--- src/rtl/cpu_defs_pkg.sv ---
// -----------------------------------------------------------------------------
// cpu_defs_pkg
//   Shared CPU definitions used by the execute-stage divider and its neighbours.
//   - div_state_t   : divider FSM state encoding
//   - DIV_CYCLES    : number of restoring iterations for a full-width divide
//   - stall_bit_e   : bit positions inside the pipeline stall vector
// -----------------------------------------------------------------------------
package cpu_defs_pkg;

   typedef enum logic [1:0] {
      IDLE    = 2'd0,
      BUSY    = 2'd1,
      DIVZERO = 2'd2,
      DONE    = 2'd3
   } div_state_t;

   localparam int DIV_CYCLES = 32;

   // Stall vector layout: a set bit freezes that stage and everything before it.
   typedef enum logic [2:0] {
      STALL_PC  = 3'd0,
      STALL_IF  = 3'd1,
      STALL_ID  = 3'd2,
      STALL_EX  = 3'd3,
      STALL_MEM = 3'd4,
      STALL_WB  = 3'd5
   } stall_bit_e;

endpackage

--- src/rtl/div_step.sv ---
// -----------------------------------------------------------------------------
// div_step
//   One combinational restoring-division step.
//   Ports:
//     rem      in  WIDTH  partial remainder before the step
//     dvd_bit  in  1      next dividend bit shifted into the remainder
//     divisor  in  WIDTH  divisor magnitude
//     rem_next out WIDTH  partial remainder after the step
//     q_bit    out 1      quotient bit produced by this step
// -----------------------------------------------------------------------------
module div_step #(
   parameter int WIDTH = 32
) (
   input  logic [WIDTH-1:0] rem,
   input  logic             dvd_bit,
   input  logic [WIDTH-1:0] divisor,
   output logic [WIDTH-1:0] rem_next,
   output logic             q_bit
);

   logic [WIDTH:0] shifted;
   logic [WIDTH:0] trial;

   // rem < divisor on entry, so shifted <= 2*divisor-1: a successful trial
   // never reaches bit WIDTH, and a failed one always wraps into it.
   always_comb begin
      shifted  = {rem, dvd_bit};
      trial    = shifted - {1'b0, divisor};
      q_bit    = ~trial[WIDTH];
      rem_next = q_bit ? trial[WIDTH-1:0] : shifted[WIDTH-1:0];
   end

endmodule

--- src/rtl/div_unit.sv ---
// -----------------------------------------------------------------------------
// div_unit
//   Multi-cycle integer divider for DIV/DIVU in the execute stage.
//   Holds the pipeline with execute_pause while a divide is in flight and
//   releases it with a one-cycle ready pulse carrying quotient and remainder.
//   Ports:
//     clk            in  1      rising-edge clock
//     rst            in  1      synchronous active-low reset
//     start          in  1      DIV/DIVU present in execute
//     signed_op      in  1      1 = DIV (two's complement), 0 = DIVU
//     dividend       in  WIDTH  rs operand, sampled on accepted start
//     divisor        in  WIDTH  rt operand, sampled on accepted start
//     annul          in  1      cancel the in-flight instruction
//     execute_pause  out 1      stall request to the stall controller
//     ready          out 1      one-cycle result-valid pulse
//     result_lo      out WIDTH  quotient
//     result_hi      out WIDTH  remainder
// -----------------------------------------------------------------------------
module div_unit
   import cpu_defs_pkg::*;
#(
   parameter int WIDTH = DIV_CYCLES,
   parameter int CNT_W = 6
) (
   input  logic             clk,
   input  logic             rst,
   input  logic             start,
   input  logic             signed_op,
   input  logic [WIDTH-1:0] dividend,
   input  logic [WIDTH-1:0] divisor,
   input  logic             annul,
   output logic             execute_pause,
   output logic             ready,
   output logic [WIDTH-1:0] result_lo,
   output logic [WIDTH-1:0] result_hi
);

   localparam logic [CNT_W-1:0] LAST_CNT = CNT_W'(WIDTH - 1);

   div_state_t       state;
   logic [CNT_W-1:0] cnt;
   logic [WIDTH-1:0] rem_q;     // partial remainder
   logic [WIDTH-1:0] dvd_q;     // dividend bits shift out, quotient bits shift in
   logic [WIDTH-1:0] dsr_q;     // divisor magnitude
   logic             q_neg;
   logic             r_neg;

   logic [WIDTH-1:0] dividend_abs;
   logic [WIDTH-1:0] divisor_abs;
   logic [WIDTH-1:0] step_rem;
   logic             step_q;
   logic [WIDTH-1:0] q_final;

   assign dividend_abs = (signed_op && dividend[WIDTH-1]) ? -dividend : dividend;
   assign divisor_abs  = (signed_op && divisor[WIDTH-1])  ? -divisor  : divisor;

   div_step #(
      .WIDTH (WIDTH)
   ) u_step (
      .rem      (rem_q),
      .dvd_bit  (dvd_q[WIDTH-1]),
      .divisor  (dsr_q),
      .rem_next (step_rem),
      .q_bit    (step_q)
   );

   assign q_final = {dvd_q[WIDTH-2:0], step_q};

   // The stall must assert in the very cycle start appears, so it cannot wait
   // for the state register.
   always_comb begin
      // NOTE: default assignment first so no path leaves the output unassigned (no latch).
      execute_pause = 1'b0;
      case (state)
         IDLE:          execute_pause = start & ~annul;
         BUSY, DIVZERO: execute_pause = 1'b1;
         default:       execute_pause = 1'b0;
      endcase
   end

   // NOTE: sequential state uses non-blocking assignments so every register
   // samples pre-edge values regardless of statement order.
   always_ff @(posedge clk) begin
      if (!rst) begin
         // NOTE: working registers are reset too, so a reset mid-divide leaves
         // no residue observable in a later operation.
         state     <= IDLE;
         cnt       <= '0;
         rem_q     <= '0;
         dvd_q     <= '0;
         dsr_q     <= '0;
         q_neg     <= 1'b0;
         r_neg     <= 1'b0;
         ready     <= 1'b0;
         result_lo <= '0;
         result_hi <= '0;
      end else begin
         ready <= 1'b0;
         case (state)
            IDLE: begin
               if (start && !annul) begin
                  q_neg <= signed_op & (dividend[WIDTH-1] ^ divisor[WIDTH-1]);
                  r_neg <= signed_op & dividend[WIDTH-1];
                  dsr_q <= divisor_abs;
                  cnt   <= '0;
                  rem_q <= '0;
                  if (divisor == '0) begin
                     // Raw dividend is kept: it is returned unchanged in HI.
                     dvd_q <= dividend;
                     state <= DIVZERO;
                  end else begin
                     dvd_q <= dividend_abs;
                     state <= BUSY;
                  end
               end
            end

            BUSY: begin
               if (annul) begin
                  state <= IDLE;
               end else begin
                  rem_q <= step_rem;
                  dvd_q <= q_final;
                  cnt   <= cnt + CNT_W'(1);
                  if (cnt == LAST_CNT) begin
                     result_lo <= q_neg ? -q_final  : q_final;
                     result_hi <= r_neg ? -step_rem : step_rem;
                     ready     <= 1'b1;
                     state     <= DONE;
                  end
               end
            end

            DIVZERO: begin
               if (annul) begin
                  state <= IDLE;
               end else begin
                  result_lo <= '1;
                  result_hi <= dvd_q;
                  ready     <= 1'b1;
                  state     <= DONE;
               end
            end

            // Result already committed; annul here is too late to matter.
            DONE: state <= IDLE;

            default: state <= IDLE;
         endcase
      end
   end

endmodule

--- config.mk ---
export PLATFORM = sky130hd
export DESIGN_NAME = div_unit
export DESIGN_NICKNAME = d
export VERILOG_FILES = /design/src/rtl/cpu_defs_pkg.sv /design/src/rtl/div_step.sv /design/src/rtl/div_unit.sv
export SDC_FILE = /design/constraint.sdc
export NUM_CORES = 1
export LEC_CHECK = 0
export ABC_AREA = 1
export CORE_ASPECT_RATIO = 1.4
export CORE_MARGIN = 2
export CORE_UTILIZATION = 30
export DETAILED_ROUTE_END_ITERATION = 10
export SLEW_MARGIN = 20
export SYNTH_ARGS = -nofsm -noshare
export SYNTH_HDL_FRONTEND = slang
export SYNTH_SLANG_ARGS = --single-unit
--- constraint.sdc ---
create_clock -name clk -period 4 [get_ports clk]
set_clock_uncertainty 0.05 [all_clocks]
set_input_delay 0.8 -clock clk [delete_from_list [all_inputs] [get_ports clk]]
set_output_delay 0.8 -clock clk [all_outputs]
set_load 0.005 [all_outputs]
==> impl_metrics.csv, run 1 <==
group,metric,value,unit
critical_path,path_cells,"inv_1 > ha_2 > nand2_2 > buf_4 > nor3_4 > and2_4 > nand2_4 > nand2_4 > nand2_4 > nand2_4 > ha_4 > nand3_4 > nor3_4 > nand3_2 > nor3_4 > nand4_1 > o21ai_2 > o21ai_2 > a21oi_2 > o21ai_1 > xor2_1 > o21ai_1 > inv_1",
floorplanning,die_area,45700,um^2
critical_path,crit_top_cell,"nand2_4",
synthesis,avgSynthCellArea,5.87,um^2
floorplanning,io_pins,135,
power,power.leakage,7.78,nW
synthesis,synth-seq-cells,171,
power,vdd_drop_max,0.304,mV
routing,routedWlPerCell,16.5,um
floorplanning,die_x,181,um
clock_network,cts_made_buffers,17,
place,place.port_buffers,134,
synthesis,synth_top_cell_by_area,"dfxtp_1",
synthesis,muxShareOfSynthArea,0,%
synthesis,synth_top_area_share,25.9,%
grt,grt-busiest-layer,"met2",
clock_network,cts_tree,"done",
place,routabilityCongestion,0.933,
floorplanning,coreArea,43200,um^2
status,status,"complete, no violations",
grt,grt-ovfl-total,0,
synthesis,synth_cell_types,54,
critical_path,slowest_stage,"ha_2",
power,p_comb_share,52.2,%
routing,via_count,14600,
timing,setup_viol,0,
power,finalPower,8.59,mW
worst_hold_path,hold_path_class,"reg2reg",
floorplanning,initial_utilization,30.5,%
power,p_sw_share,47.0,%
clock_network,cts-root-buf,"clkbuf_16",
power,p_seq_share,27.4,%
synthesis,synth_edf_count,0,
timing,drv_slew,0,
grt,grt_pass1_vias,14200,
layout,fillers,4775,
floorplanning,die_y,252,um
clock_network,cts.sinks,171,
routing,drt_iter0_drc,771,
synthesis,synth_area_leaders,"dfxtp_1 26%, nand2_1 19%, inv_1 9.1%",
clock_network,cts.path.max_buffers,2,
grt,grt_use_total,21.4,%
layout,area_growth,23.6,%
grt,grtUsageMet2,40.5,%
timing,fin_hold_ws,417,ps
synthesis,syn-cell-area,13200,um^2
critical_path,worst_setup_path_start_kind,"flop",
timing,period_share,95.0,%
critical_path,r2r_setup_slack,200,ps
layout,layout-drive-gt1-share,8.20,%
routing,routed_wl,49000,um
synthesis,synth_top_family_by_area,"simple AND/OR/NAND/NOR gates",
flow_run,cap_viol_max_count,0,
synthesis,yosysWarningCount,0,
synthesis,yosys.area_share.simple,35.0,%
synthesis,async_flop_share,0,%
timing,rsz0062_at_grt,"true",
routing,drc,0,
synthesis,synth_adder_area_share,4.13,%
grt,use_met1,22.9,%
critical_path,critPathMaxStageDelay,380,ps
routing,firstDrtPassIters,5,
critical_path,worstSetupEndpointType,"flop",
place,post-dp-hpwl,39100,um
timing,worst_pin_slew,976,ps
synthesis,synth-xor-area-share,3.85,%
power,powerDensity,527,nW/um^2
clock_network,ctsHtreeMaxLevel,4,
critical_path,crit_fanout,5,
synthesis,ys_seq_area_share,25.9,%
synthesis,syn-num-nets,2361,
grt,antenna_found_initial,0,
power,p_sw,4.04,mW
critical_path,worstSetupPathType,"reg2reg",
synthesis,netlist_instances,2249,
clock_network,clk_pin_slew,70,ps
timing,hold_viol_final,0,
floorplanning,rows,90,
timing,period_needed,3800,ps
grt,met3_usage,1.89,%
power,p_clk_share,20.4,%
critical_path,cp.arrival,4110,ps
routing,routed_via_density,4.92,
power,power.internal,4.55,mW
grt,grt_max_degree,65,
timing,max_freq,263,MHz
routing,postRouteAntennaNets,0,
layout,nets,2513,
layout,diodes,0,
timing,timing.slew.headroom,34.8,%
critical_path,worstPathRequired,4300,ps
clock_network,postCtsHoldBufs,0,
clock_network,clock_latency,460,ps
synthesis,synth_compound_area_share,18.9,%
grt,grt_pass1_wl,76400,um
synthesis,synth_ff_type,"dfxtp_1",
[critical path, delay by kind of cell, from the launching register on]
kind	cells	cell delay, ps
fa+ha+maj	2	530
flops	1	340
compound gates	5	820
xor+xnor	1	170
buf+inv	3	240
simple gates	12	1530
[cell families after synthesis]
logic type,Yosys count
fa+ha+maj,43
xor+xnor,58
buf+inv,413
flops,171
simple gates,1106
compound gates,458
[layout make-up]
class                      count  area (um^2)  share of cell area [%]
sequential                   171         3430                    21.0
clock buffer                  18          439                    2.69
timing repair buffer         218         2010                    12.3
tap                          552          691                    4.23
inverter                     328         1230                    7.55
multi-input combinational   1665         8340                    51.1
clock inverter                14          175                    1.07
[final timing paths]
check                                             endpoint                        from  cells past startpoint
worst max-delay path            result_lo[28]$_SDFFE_PN0P_      dsr_q[23]$_SDFFE_PN0P_                     23
worst min-delay path            result_hi[23]$_SDFFE_PN0P_  result_hi[23]$_SDFFE_PN0P_                      2
worst max register to register  result_lo[28]$_SDFFE_PN0P_      dsr_q[23]$_SDFFE_PN0P_                     23
worst min register to register  result_hi[23]$_SDFFE_PN0P_  result_hi[23]$_SDFFE_PN0P_                      2
[sequential cells by signal, indices dropped and copies added, names as in the netlist]
register   flops
cnt            6
dsr_q         32
dvd_q         32
q_neg          1
r_neg          1
ready          1
rem_q         32
result_hi     32
result_lo     32
state          2
[metrics by stage]
step                      setup TNS (ps)  std cells  area (um^2)  util, %  worst slack [ps]
after global placement             -19.6       2928        15500     35.8             -19.6
after floorplan                        0       2249        13200        -              7.24
after detailed placement           -38.0       2928        15500     35.8             -38.0
after CTS                              0       2960        16100     37.3              12.6
after global routing                -273       2966        16300     37.7             -93.4
final                                  0       2966        16300     37.7               199
[power by group through the flow]
| stage | sequential [mW] | clock (mW) | combinational, mW |
|---|---|---|---|
| after detailed placement | 2.37 | 0 | 4.34 |
| after global routing | 2.40 | 1.85 | 4.99 |
| after global placement | 2.38 | 0 | 4.31 |
| after CTS | 2.34 | 1.80 | 4.37 |
| final | 2.35 | 1.75 | 4.49 |
| after floorplan | 2.26 | 0 | 2.83 |
[repair_timing]
action                                  CTS  global route
setup buffers                             0             6
hold endpoints to repair                  0             0
endpoints found under the setup margin    0            34
resized for setup                         0            34
[routing by layer]
layer	vias up	wire length, um
met5	-	0
met4	0	2730
met3	84	1430
met2	324	25400
met1	6650	19400
li1	7523	-
[Yosys cell counts (all sizes together), types with 2 or more instances]
library cell,count
o221ai,14
a221oi,2
a31oi,17
and3,2
xnor2,23
o31ai,4
a21oi,201
nand4,22
o21bai,3
clkinv,4
o21ai,191
nand3,124
dfxtp,171
nor4,11
nor3,32
and2,3
ha,42
o211ai,17
nand3b,5
xor2,35
inv,324
or2,2
buf,19
clkbuf,66
nor2,206
a21o,2
nand2,697
[layout by cell type (no fill, tap or decap), types with 34 or more instances in the layout]
master / instances
o21ai_0: 168
dfxtp_1: 167
a21oi_1: 196
buf_4: 80
nor2_1: 194
inv_1: 316
ha_1: 35
xor2_1: 34
clkdlybuf4s50_1: 133
nand3_1: 118
nand2_1: 675
Note: power is estimated with default switching activity, not from simulation.
==> inputs of run 2 (changes only) <==
- CORE_MARGIN: 2 -> unset
- HOLD_SLACK_MARGIN: unset -> 0.06
==> run 2 against run 1 <==
  * Sequential share of layout area rose by 0.083 points
  * Sequential power barely moved
  * Cell area fell by 0.43%
  * Hold slack improved by 2.8 ps
  * Largest cell class unchanged
  * Highest routed layer unchanged
==> impl_metrics.csv, run 2 (same netlist as run 1, synthesis figures left out) <==
group,metric,value,unit
grt,grt_max_degree,60,
timing,worst_pin_slew,996,ps
floorplanning,io_pins,135,
grt,antenna_found_initial,0,
critical_path,worstSetupEndpointType,"flop",
grt,grt_pass1_vias,14200,
flow_run,cap_viol_max_count,0,
routing,via_count,14700,
clock_network,cts_tree,"done",
layout,stdcell_count,2961,
power,finalPower,8.49,mW
floorplanning,die_y,250,um
clock_network,cts.path.max_buffers,2,
power,power.leakage,7.73,nW
layout,area_growth,23.1,%
routing,routedWlPerCell,16.3,um
status,status,"complete, no violations",
timing,timing.slew.headroom,33.5,%
routing,routed_wl,48200,um
timing,setup_viol,0,
timing,hold_viol_final,0,
clock_network,ctsHtreeMaxLevel,4,
clock_network,clock_latency,460,ps
floorplanning,coreArea,43200,um^2
layout,diodes,0,
layout,multi_input_area,8340,um^2
routing,routed_via_density,4.97,
place,dp_cells,2925,
routing,drc,0,
clock_network,clk_pin_slew,70,ps
critical_path,crit_fanout,3,
clock_network,cts_made_buffers,17,
critical_path,worstPathRequired,4300,ps
floorplanning,initial_utilization,30.5,%
critical_path,worstSetupPathType,"reg2reg",
layout,final_common_cell,"nand2_1",
layout,fillers,4815,
place,place.port_buffers,134,
floorplanning,die_x,179,um
grt,grt-ovfl-total,0,
routing,firstDrtPassIters,5,
critical_path,cp.arrival,4070,ps
routing,drt_iter0_drc,997,
power,powerDensity,523,nW/um^2
layout,layout-drive-gt1-share,7.93,%
layout,mostFrequentLayoutCells,"674 x nand2_1, 316 x inv_1, 196 x a21oi_1, 193 x nor2_1",
timing,max_freq,265,MHz
floorplanning,rows,90,
critical_path,worst_setup_path_start_kind,"flop",
layout,nets,2508,
timing,period_needed,3770,ps
layout,regArea,3430,um^2
grt,grt_pass1_wl,75700,um
floorplanning,die_area,44800,um^2
grt,grt_use_total,21.9,%
power,vdd_drop_max,0.260,mV
place,routabilityCongestion,0.974,
timing,drv_slew,0,
timing,period_share,94.2,%
worst_hold_path,hold_path_class,"reg2reg",
clock_network,cts-root-buf,"clkbuf_16",
place,post-dp-hpwl,38700,um
clock_network,cts.sinks,171,
routing,postRouteAntennaNets,0,
## run 2: changes by cell type in the layout (fill, tap and decap cells not counted), moves of 3 or more
cell | previous run | this run
inv_8 | 4 | 1
ha_4 | 5 | 8
clkbuf_1 | 0 | 3
buf_4 | 80 | 76
ha_1 | 35 | 32
clkinv_8 | 3 | 0
## run 2: per-layer routing
metal  wire (um)  up-vias  global-route usage (%)  share of wire (%)
li1            -     7507                       -                  -
met2       25000      401                    39.9                 52
met4        2700        0                    12.8                5.6
met3        1640       92                    1.81                3.4
met5           0        -                       0                  0
met1       18900     6705                    24.2                 39
## run 2: through the flow
step	setup slack (ps)	instance area, um^2	utilization, %	setup TNS (ps)	hold slack (ps)
final	232	16200	37.6	0	420
after global routing	-13.6	16200	37.6	-24.0	440
after CTS	3.50	16100	37.1	0	423
after detailed placement	-86.1	15500	35.8	-86.1	412
after global placement	-19.9	15500	35.8	-19.9	410
after floorplan	7.24	13200	-	0	405
## run 2: path summary, 6_finish.rpt
kind              depth (start not counted)                          to  slack [ps]                 startpoint
setup / recovery                         27  result_lo[28]$_SDFFE_PN0P_         230     dvd_q[31]$_SDFFE_PN0P_
setup reg to reg                         27  result_lo[28]$_SDFFE_PN0P_         230     dvd_q[31]$_SDFFE_PN0P_
hold reg to reg                           2   result_hi[3]$_SDFFE_PN0P_         420  result_hi[3]$_SDFFE_PN0P_
hold / removal                            2   result_hi[3]$_SDFFE_PN0P_         420  result_hi[3]$_SDFFE_PN0P_
## run 2: final cells by class
| type | instances | area share, % |
|---|---|---|
| multi-input combinational | 1665 | 51.4 |
| sequential | 171 | 21.1 |
| timing repair buffer | 213 | 12.1 |
| inverter | 328 | 7.58 |
| tap | 552 | 4.25 |
| clock buffer | 21 | 2.77 |
| clock inverter | 11 | 0.817 |
## run 2: power breakdown
| part | switching [mW] | internal [mW] |
|---|---|---|
| combinational | 2.87 | 1.58 |
| clock | 0.762 | 0.947 |
| sequential | 0.309 | 2.02 |
## run 2: timing repair
item | CTS | global route
endpoints found under the setup margin | 0 | 8
setup buffers | 0 | 5
gates resized for setup | 0 | 32
hold buffers | 0 | 0
## run 2: worst max-delay path, cell delays in order, from the launching register on
cell and delay, ps:
dfxtp_2 330, inv_2 50, ha_4 160, fa_2 390, inv_2 70, nand2_2 50
nand2_2 60, nand3_2 60, nand2_2 80, nand2_2 60, nand2_4 70, nand2_4 60
nand2_4 90, nand2_4 60, nand2_4 100, ha_4 150, nand3_2 90, nor3_2 180
nand3_1 130, nor3_2 170, nand4_1 200, o21ai_2 240, o21ai_2 120, a21oi_2 200
o21ai_1 100, xor2_1 170, o21ai_1 120, inv_1 40
